==> config.mk <==
export PLATFORM = sky130hd
export DESIGN_NAME = router_fsm_param
export DESIGN_NICKNAME = d
export VERILOG_FILES = /design/src/rtl/router_pkg.sv /design/src/rtl/router_wait_timer.sv /design/src/rtl/router_fsm_param.sv
export SDC_FILE = /design/constraint.sdc
export NUM_CORES = 1
export LEC_CHECK = 0
export ABC_AREA = 1
export BUFFER_PORTS_ARGS = -buffer_cell sky130_fd_sc_hd__clkbuf_2
export CORE_MARGIN = 2
export CORE_UTILIZATION = 55
export DETAILED_ROUTE_END_ITERATION = 10
export PLACE_DENSITY = 0.83
export SLEW_MARGIN = 20
export SYNTH_ARGS = -nofsm -noshare
export SYNTH_HDL_FRONTEND = slang
export SYNTH_SLANG_ARGS = --single-unit
==> constraint.sdc <==
create_clock -name i_clk -period 2.1 [get_ports i_clk]
set_input_delay 0.42 -clock i_clk [delete_from_list [all_inputs] [get_ports i_clk]]
set_output_delay 0.42 -clock i_clk [all_outputs]
set_load 0.02 [all_outputs]
==> src/rtl/router_pkg.sv <==
// Shared types for the router input side: FSM state encoding and a width helper
// used by the FSM, the synchroniser and the register blocks.
package router_pkg;

  localparam int unsigned STATE_W = 4;

  typedef enum logic [STATE_W-1:0] {
    StDecode = 4'd0,
    StLfd    = 4'd1,
    StWait   = 4'd2,
    StLd     = 4'd3,
    StLp     = 4'd4,
    StChk    = 4'd5,
    StFull   = 4'd6,
    StLaf    = 4'd7,
    StDrop   = 4'd8
  } state_e;

  // $clog2 that never returns zero, so a degenerate range still yields a 1-bit field.
  function automatic int unsigned clog2_min1(input int unsigned value);
    return (value < 2) ? 1 : $clog2(value);
  endfunction

endpackage

==> src/rtl/router_wait_timer.sv <==
// Saturating WAIT-state cycle counter; flags expiry one count before WAIT_TIMEOUT
// so the FSM leaves WAIT after exactly WAIT_TIMEOUT cycles.
module router_wait_timer
  import router_pkg::*;
#(
  parameter int unsigned WAIT_TIMEOUT = 32
) (
  input  logic i_clk,
  input  logic i_rst,
  input  logic i_clr,
  input  logic i_en,
  output logic o_expired
);

  localparam int unsigned CNT_W = clog2_min1(WAIT_TIMEOUT + 1);
  localparam logic [CNT_W-1:0] CNT_MAX  = CNT_W'(WAIT_TIMEOUT);
  localparam logic [CNT_W-1:0] CNT_LAST = (WAIT_TIMEOUT == 0) ? '0 : CNT_W'(WAIT_TIMEOUT - 1);

  logic [CNT_W-1:0] r_count;

  always_ff @(posedge i_clk) begin
    if (!i_rst) begin
      r_count <= '0;
    end else if (i_clr) begin
      r_count <= '0;
    end else if (i_en && (r_count != CNT_MAX)) begin
      r_count <= r_count + 1'b1;
    end
  end

  assign o_expired = (WAIT_TIMEOUT != 0) && (r_count == CNT_LAST);

endmodule

==> src/rtl/router_fsm_param.sv <==
// Input-side router control FSM: header decode, load sequencing, full stall,
// per-destination soft reset and drop handling for bad addresses and wait timeouts.
module router_fsm_param
  import router_pkg::*;
#(
  parameter int unsigned NUM_PORTS    = 3,
  parameter int unsigned ADDR_W       = $clog2(NUM_PORTS),
  parameter int unsigned WAIT_TIMEOUT = 32
) (
  input  logic                 i_clk,
  input  logic                 i_rst,
  input  logic                 i_pkt_valid,
  input  logic [ADDR_W-1:0]    i_data_in,
  input  logic                 i_fifo_full,
  input  logic [NUM_PORTS-1:0] i_fifo_empty,
  input  logic [NUM_PORTS-1:0] i_sft_rst,
  input  logic                 i_parity_done,
  input  logic                 i_low_pkt_valid,
  output logic [NUM_PORTS-1:0] o_dest_sel,
  output logic                 o_busy,
  output logic                 o_detect_add,
  output logic                 o_lfd_state,
  output logic                 o_ld_state,
  output logic                 o_laf_state,
  output logic                 o_full_state,
  output logic                 o_write_enb_reg,
  output logic                 o_rst_int_reg,
  output logic                 o_drop_state,
  output logic                 o_addr_err,
  output logic                 o_timeout_err
);

  state_e               r_state, w_state_nxt;
  logic [NUM_PORTS-1:0] r_dest_sel, w_dest_sel_nxt;
  logic                 r_addr_err, w_addr_err_nxt;
  logic                 r_timeout_err, w_timeout_err_nxt;
  logic [NUM_PORTS-1:0] w_hdr_onehot;
  logic                 w_hdr_illegal;
  logic                 w_wait_expired;
  logic                 w_sft_hit;

  // Shifting past the top bit yields zero, which only happens for illegal addresses.
  assign w_hdr_onehot  = {{(NUM_PORTS-1){1'b0}}, 1'b1} << i_data_in;
  assign w_hdr_illegal = 32'(i_data_in) >= NUM_PORTS;
  assign w_sft_hit     = (r_state != StDecode) && |(i_sft_rst & r_dest_sel);

  router_wait_timer #(
    .WAIT_TIMEOUT (WAIT_TIMEOUT)
  ) u_wait_timer (
    .i_clk     (i_clk),
    .i_rst     (i_rst),
    .i_clr     (r_state != StWait),
    .i_en      (r_state == StWait),
    .o_expired (w_wait_expired)
  );

  always_ff @(posedge i_clk) begin
    if (!i_rst) begin
      r_state       <= StDecode;
      r_dest_sel    <= '0;
      r_addr_err    <= 1'b0;
      r_timeout_err <= 1'b0;
    end else begin
      r_state       <= w_state_nxt;
      r_dest_sel    <= w_dest_sel_nxt;
      r_addr_err    <= w_addr_err_nxt;
      r_timeout_err <= w_timeout_err_nxt;
    end
  end

  always_comb begin
    w_state_nxt       = r_state;
    w_dest_sel_nxt    = r_dest_sel;
    w_addr_err_nxt    = 1'b0;
    w_timeout_err_nxt = 1'b0;
    unique case (r_state)
      StDecode: begin
        if (i_pkt_valid) begin
          if (w_hdr_illegal) begin
            w_state_nxt    = StDrop;
            w_addr_err_nxt = 1'b1;
          end else begin
            w_dest_sel_nxt = w_hdr_onehot;
            w_state_nxt    = |(i_fifo_empty & w_hdr_onehot) ? StLfd : StWait;
          end
        end
      end
      StLfd:  w_state_nxt = StLd;
      StWait: begin
        // Empty on the expiry edge still wins: no drop, no error.
        if (|(i_fifo_empty & r_dest_sel)) begin
          w_state_nxt = StLfd;
        end else if (w_wait_expired) begin
          w_state_nxt       = StDrop;
          w_timeout_err_nxt = 1'b1;
        end
      end
      StLd: begin
        if (i_fifo_full)       w_state_nxt = StFull;
        else if (!i_pkt_valid) w_state_nxt = StLp;
      end
      StLp:   w_state_nxt = StChk;
      StChk:  w_state_nxt = i_fifo_full ? StFull : StDecode;
      StFull: if (!i_fifo_full) w_state_nxt = StLaf;
      StLaf: begin
        if (i_parity_done)        w_state_nxt = StDecode;
        else if (i_low_pkt_valid) w_state_nxt = StLp;
        else                      w_state_nxt = StLd;
      end
      StDrop: if (!i_pkt_valid) w_state_nxt = StDecode;
      default: w_state_nxt = StDecode;
    endcase

    if (w_sft_hit) begin
      w_state_nxt       = StDecode;
      w_timeout_err_nxt = 1'b0;
    end
    if (w_state_nxt == StDecode) begin
      w_dest_sel_nxt = '0;
    end
  end

  always_comb begin
    o_busy          = (r_state == StLfd) || (r_state == StWait) || (r_state == StLp) ||
                      (r_state == StChk) || (r_state == StFull) || (r_state == StLaf);
    o_detect_add    = (r_state == StDecode);
    o_lfd_state     = (r_state == StLfd);
    o_ld_state      = (r_state == StLd);
    o_laf_state     = (r_state == StLaf);
    o_full_state    = (r_state == StFull);
    o_write_enb_reg = (r_state == StLd) || (r_state == StLp) || (r_state == StLaf);
    o_rst_int_reg   = (r_state == StChk);
    o_drop_state    = (r_state == StDrop);
    o_dest_sel      = r_dest_sel;
    o_addr_err      = r_addr_err;
    o_timeout_err   = r_timeout_err;
  end

endmodule
==> summary.txt <==
RUN STATUS
-----------------------------------------------------------------------------------------------------
Outcome                                                                                  finished, final reports clean

JOB
-----------------------------------------------------------------------------------------------------
Max-cap viol count                                                                                  0

GRT
-----------------------------------------------------------------------------------------------------
Initial antenna violation count                                                                     0
Via count of the first global-routing pass                                                       1029
GRT Residual Overflow                                                                               0
Largest net degree at the start of global routing                                                   9
First-pass GRT wire length                                                                    3930 µm
GRT Resource Usage Total                                                                        25.4%

POWER AND IR DROP
-----------------------------------------------------------------------------------------------------
Final Power                                                                                  0.895 mW
Power density over the cells                                                               744 nW/µm²
Leakage component of the power                                                               0.647 nW
Worst supply voltage drop on vdd                                                           0.000527 V

STA
-----------------------------------------------------------------------------------------------------
Measured slew at the worst slew-check pin                                                    0.257 ns
Worst rel slew slack                                                                            82.9%
FMAX                                                                                        0.542 GHz
Sum Neg Setup Slack                                                                              0 ns
Share of the clock period used by the worst path after layout                                   87.8%
Worst Hold Margin                                                                            0.397 ns
Post-route minimum period                                                                     1.84 ns
Max-slew violation count                                                                            0
Unrepaired setup endpoints after global routing                                                 false
Clock Skews                                                                                0.00389 ns
Final hold violations                                                                               0
Final setup viols                                                                                   0

WORST HOLD PATH
-----------------------------------------------------------------------------------------------------
Hold path cells                                                                                     3
Path category of the worst min-delay check                                               primary input to flip-flop

CLOCKING
-----------------------------------------------------------------------------------------------------
Clock root buffer master                                                                 sky130_fd_sc_hd__clkbuf_4
Clk sinks                                                                                          15
TritonCTS clock tree                                                                            built
Max Root-Sink Buffers                                                                               2
Gates resized, CTS repair                                                                           0
Deepest level of the CTS H-tree                                                                     1
Register clock-pin slew on the reported worst setup and hold paths                            0.09 ns
Clock latency on the worst-skew pair                                                          0.29 ns
Post-CTS Hold Buffers                                                                               0
Number of CTS-inserted buffers                                                                      3
Buffers inserted by post-CTS timing repair                                                          0

FINISH
-----------------------------------------------------------------------------------------------------
Leading cell types in the layout, fill and taps excluded                                 sky130_fd_sc_hd__nand2_1, sky130_fd_sc_hd__nor2_1, sky130_fd_sc_hd__clkbuf_2, sky130_fd_sc_hd__inv_1, sky130_fd_sc_hd__nand3_1
Most common cell after layout, fill and taps aside                                       sky130_fd_sc_hd__nand2_1
Fin cells                                                                                         224
Filler cell count in the final layout                                                             157
Fraction of final layout cells sized beyond drive strength 1                                    25.1%
Final design utilization                                                                        69.7%
Total inserted antenna cells                                                                        0
Final layout net count                                                                            216
Layout area overhead                                                                            19.1%

SYNTH
-----------------------------------------------------------------------------------------------------
Mean Syn Cell Area                                                                           6.02 µm²
Yosys reg bits                                                                                     15
Compound-cell area share of the yosys netlist                                                   9.28%
Simple logic cell fraction of the synthesized area                                              47.5%
Post-synthesis share of cell area spent on full adders, half adders and majority gates          2.48%
Dominant combinational cell family by area after synthesis                               simple AND/OR/NAND/NOR gates
Portion of the post-synthesis area used by sequential elements                                  29.7%
Top cell type by total area after synthesis                                              sky130_fd_sc_hd__dfxtp_1
Gate count of the mapped netlist                                                                  168
Post-synthesis xor/xnor area fraction                                                           1.73%
Proportion of netlist area held by the largest area contributor                                 29.7%
Post-synthesis instance area                                                                 1010 µm²
Synth top area cells                                                                     sky130_fd_sc_hd__dfxtp_1, sky130_fd_sc_hd__nand2_1, sky130_fd_sc_hd__nor2_1
Post-Synthesis Net Count                                                                          184
Multiplexer share of the synthesized area                                                          0%
Synth Warn #                                                                                        0
Cell variety after synth                                                                           23

SETUP PATH
-----------------------------------------------------------------------------------------------------
Required time of the critical path                                                            1.68 ns
Highest net fanout along the worst path                                                             6
Startpoint Class                                                                            flip-flop
Crit end category                                                                          output pin
Worst setup path category                                                                flip-flop to output pin
Logic depth of the worst register-to-register path                                                 10
Data arrival time of the critical path                                                        1.42 ns

FLOORPLAN
-----------------------------------------------------------------------------------------------------
Ports                                                                                              28
Placeable core region                                                                        1730 µm²
Die ar.                                                                                      2200 µm²
Placement Rows                                                                                     15
Initial standard-cell utilization of the core                                                   58.6%
Height of the die                                                                             46.9 µm
Die X                                                                                         46.9 µm

DETAILED ROUTING
-----------------------------------------------------------------------------------------------------
DRC violations left                                                                                 0
Antenna violation net count after detailed routing                                                  0
Routed wire length per instance                                                               10.9 µm
Vias per std cell                                                                                5.06
Router iterations before antenna repair                                                             4
1st-iter DRT viols                                                                                 31
Total length of routed wires                                                                  2440 µm
Total vias in the final route                                                                    1134

PLACEMENT
-----------------------------------------------------------------------------------------------------
Hpwl dp                                                                                       2070 µm
Number of buffer cells added on primary ports                                                      27
Final estimated routing congestion in global placement                                          0.839
Placed cells                                                                                      220

metal layers:
metal  wire length, µm  share of wire [%]  global-route usage [%]
met1              1060                 44                    28.1
met2              1220                 50                    45.8
met3               116                4.8                    5.77
met4                40                1.6                    11.7
met5                 0                  0                       0
per-stage QoR:
step / cell area [µm²] / setup WS (ns)
2_1_floorplan: 1010 / 0.545
3_3_place_gp: 1180 / 0.609
3_5_place_dp: 1180 / 0.596
4_1_cts: 1200 / 0.279
5_1_grt: 1200 / 0.142
6_report: 1200 / 0.256
registers in the layout, summed over array words and instances, names as in the netlist:
register,cells
o_addr_err,1
o_dest_sel,3
o_timeout_err,1
r_state,4
u_wait_timer.r_count,6
cells in the mapped netlist (all sizes together):
master  count
nand2      45
nor2       38
inv        25
nand3      19
dfxtp      15
o21ai       9
a21oi       5
ha          2
nor3        2
a211oi      1
a41oi       1
and3        1
nand4       1
nor4        1
o211ai      1
xnor2       1
xor2        1
power by group:
group | leakage, nW | internal [mW] | switching [mW] | total [mW]
logic | 0.510 | 0.124 | 0.267 | 0.391
registers | 0.122 | 0.309 | 0.0306 | 0.339
clock network | 0.0150 | 0.0739 | 0.0907 | 0.165
path summary, 6_finish.rpt:
kind,endpoint,slack (ns),startpoint
max,o_write_enb_reg,0.26,r_state[2]
min,o_addr_err,0.40,i_data_in[0]
max reg2reg,o_dest_sel[1],0.57,u_wait_timer.r_count[0]
min reg2reg,u_wait_timer.r_count[5],0.50,u_wait_timer.r_count[5]
worst max-delay path: stages (launching register included):
cell and delay (ns):
sky130_fd_sc_hd__dfxtp_1 0.40, sky130_fd_sc_hd__inv_2 0.06, sky130_fd_sc_hd__nor2_2 0.22, sky130_fd_sc_hd__nand2_1 0.15, sky130_fd_sc_hd__o21ai_0 0.11, sky130_fd_sc_hd__clkbuf_2 0.20
area by class of cell:
type | count | area, µm² | share of cell area [%]
multi-input cells | 128 | 617 | 51.2
flip-flops and latches | 15 | 300 | 24.9
repair buffers | 27 | 135 | 11.2
inverters | 25 | 93.8 | 7.80
well taps | 25 | 31.3 | 2.60
clock buffers | 4 | 26.3 | 2.18
logic make-up after synthesis:
kind of cell / after synthesis
simple gates: 107
compound gates: 17
buf+inv: 25
flops: 15
xor+xnor: 2
fa+ha+maj: 2
No activity file was read; power rests on OpenSTA's default activity.
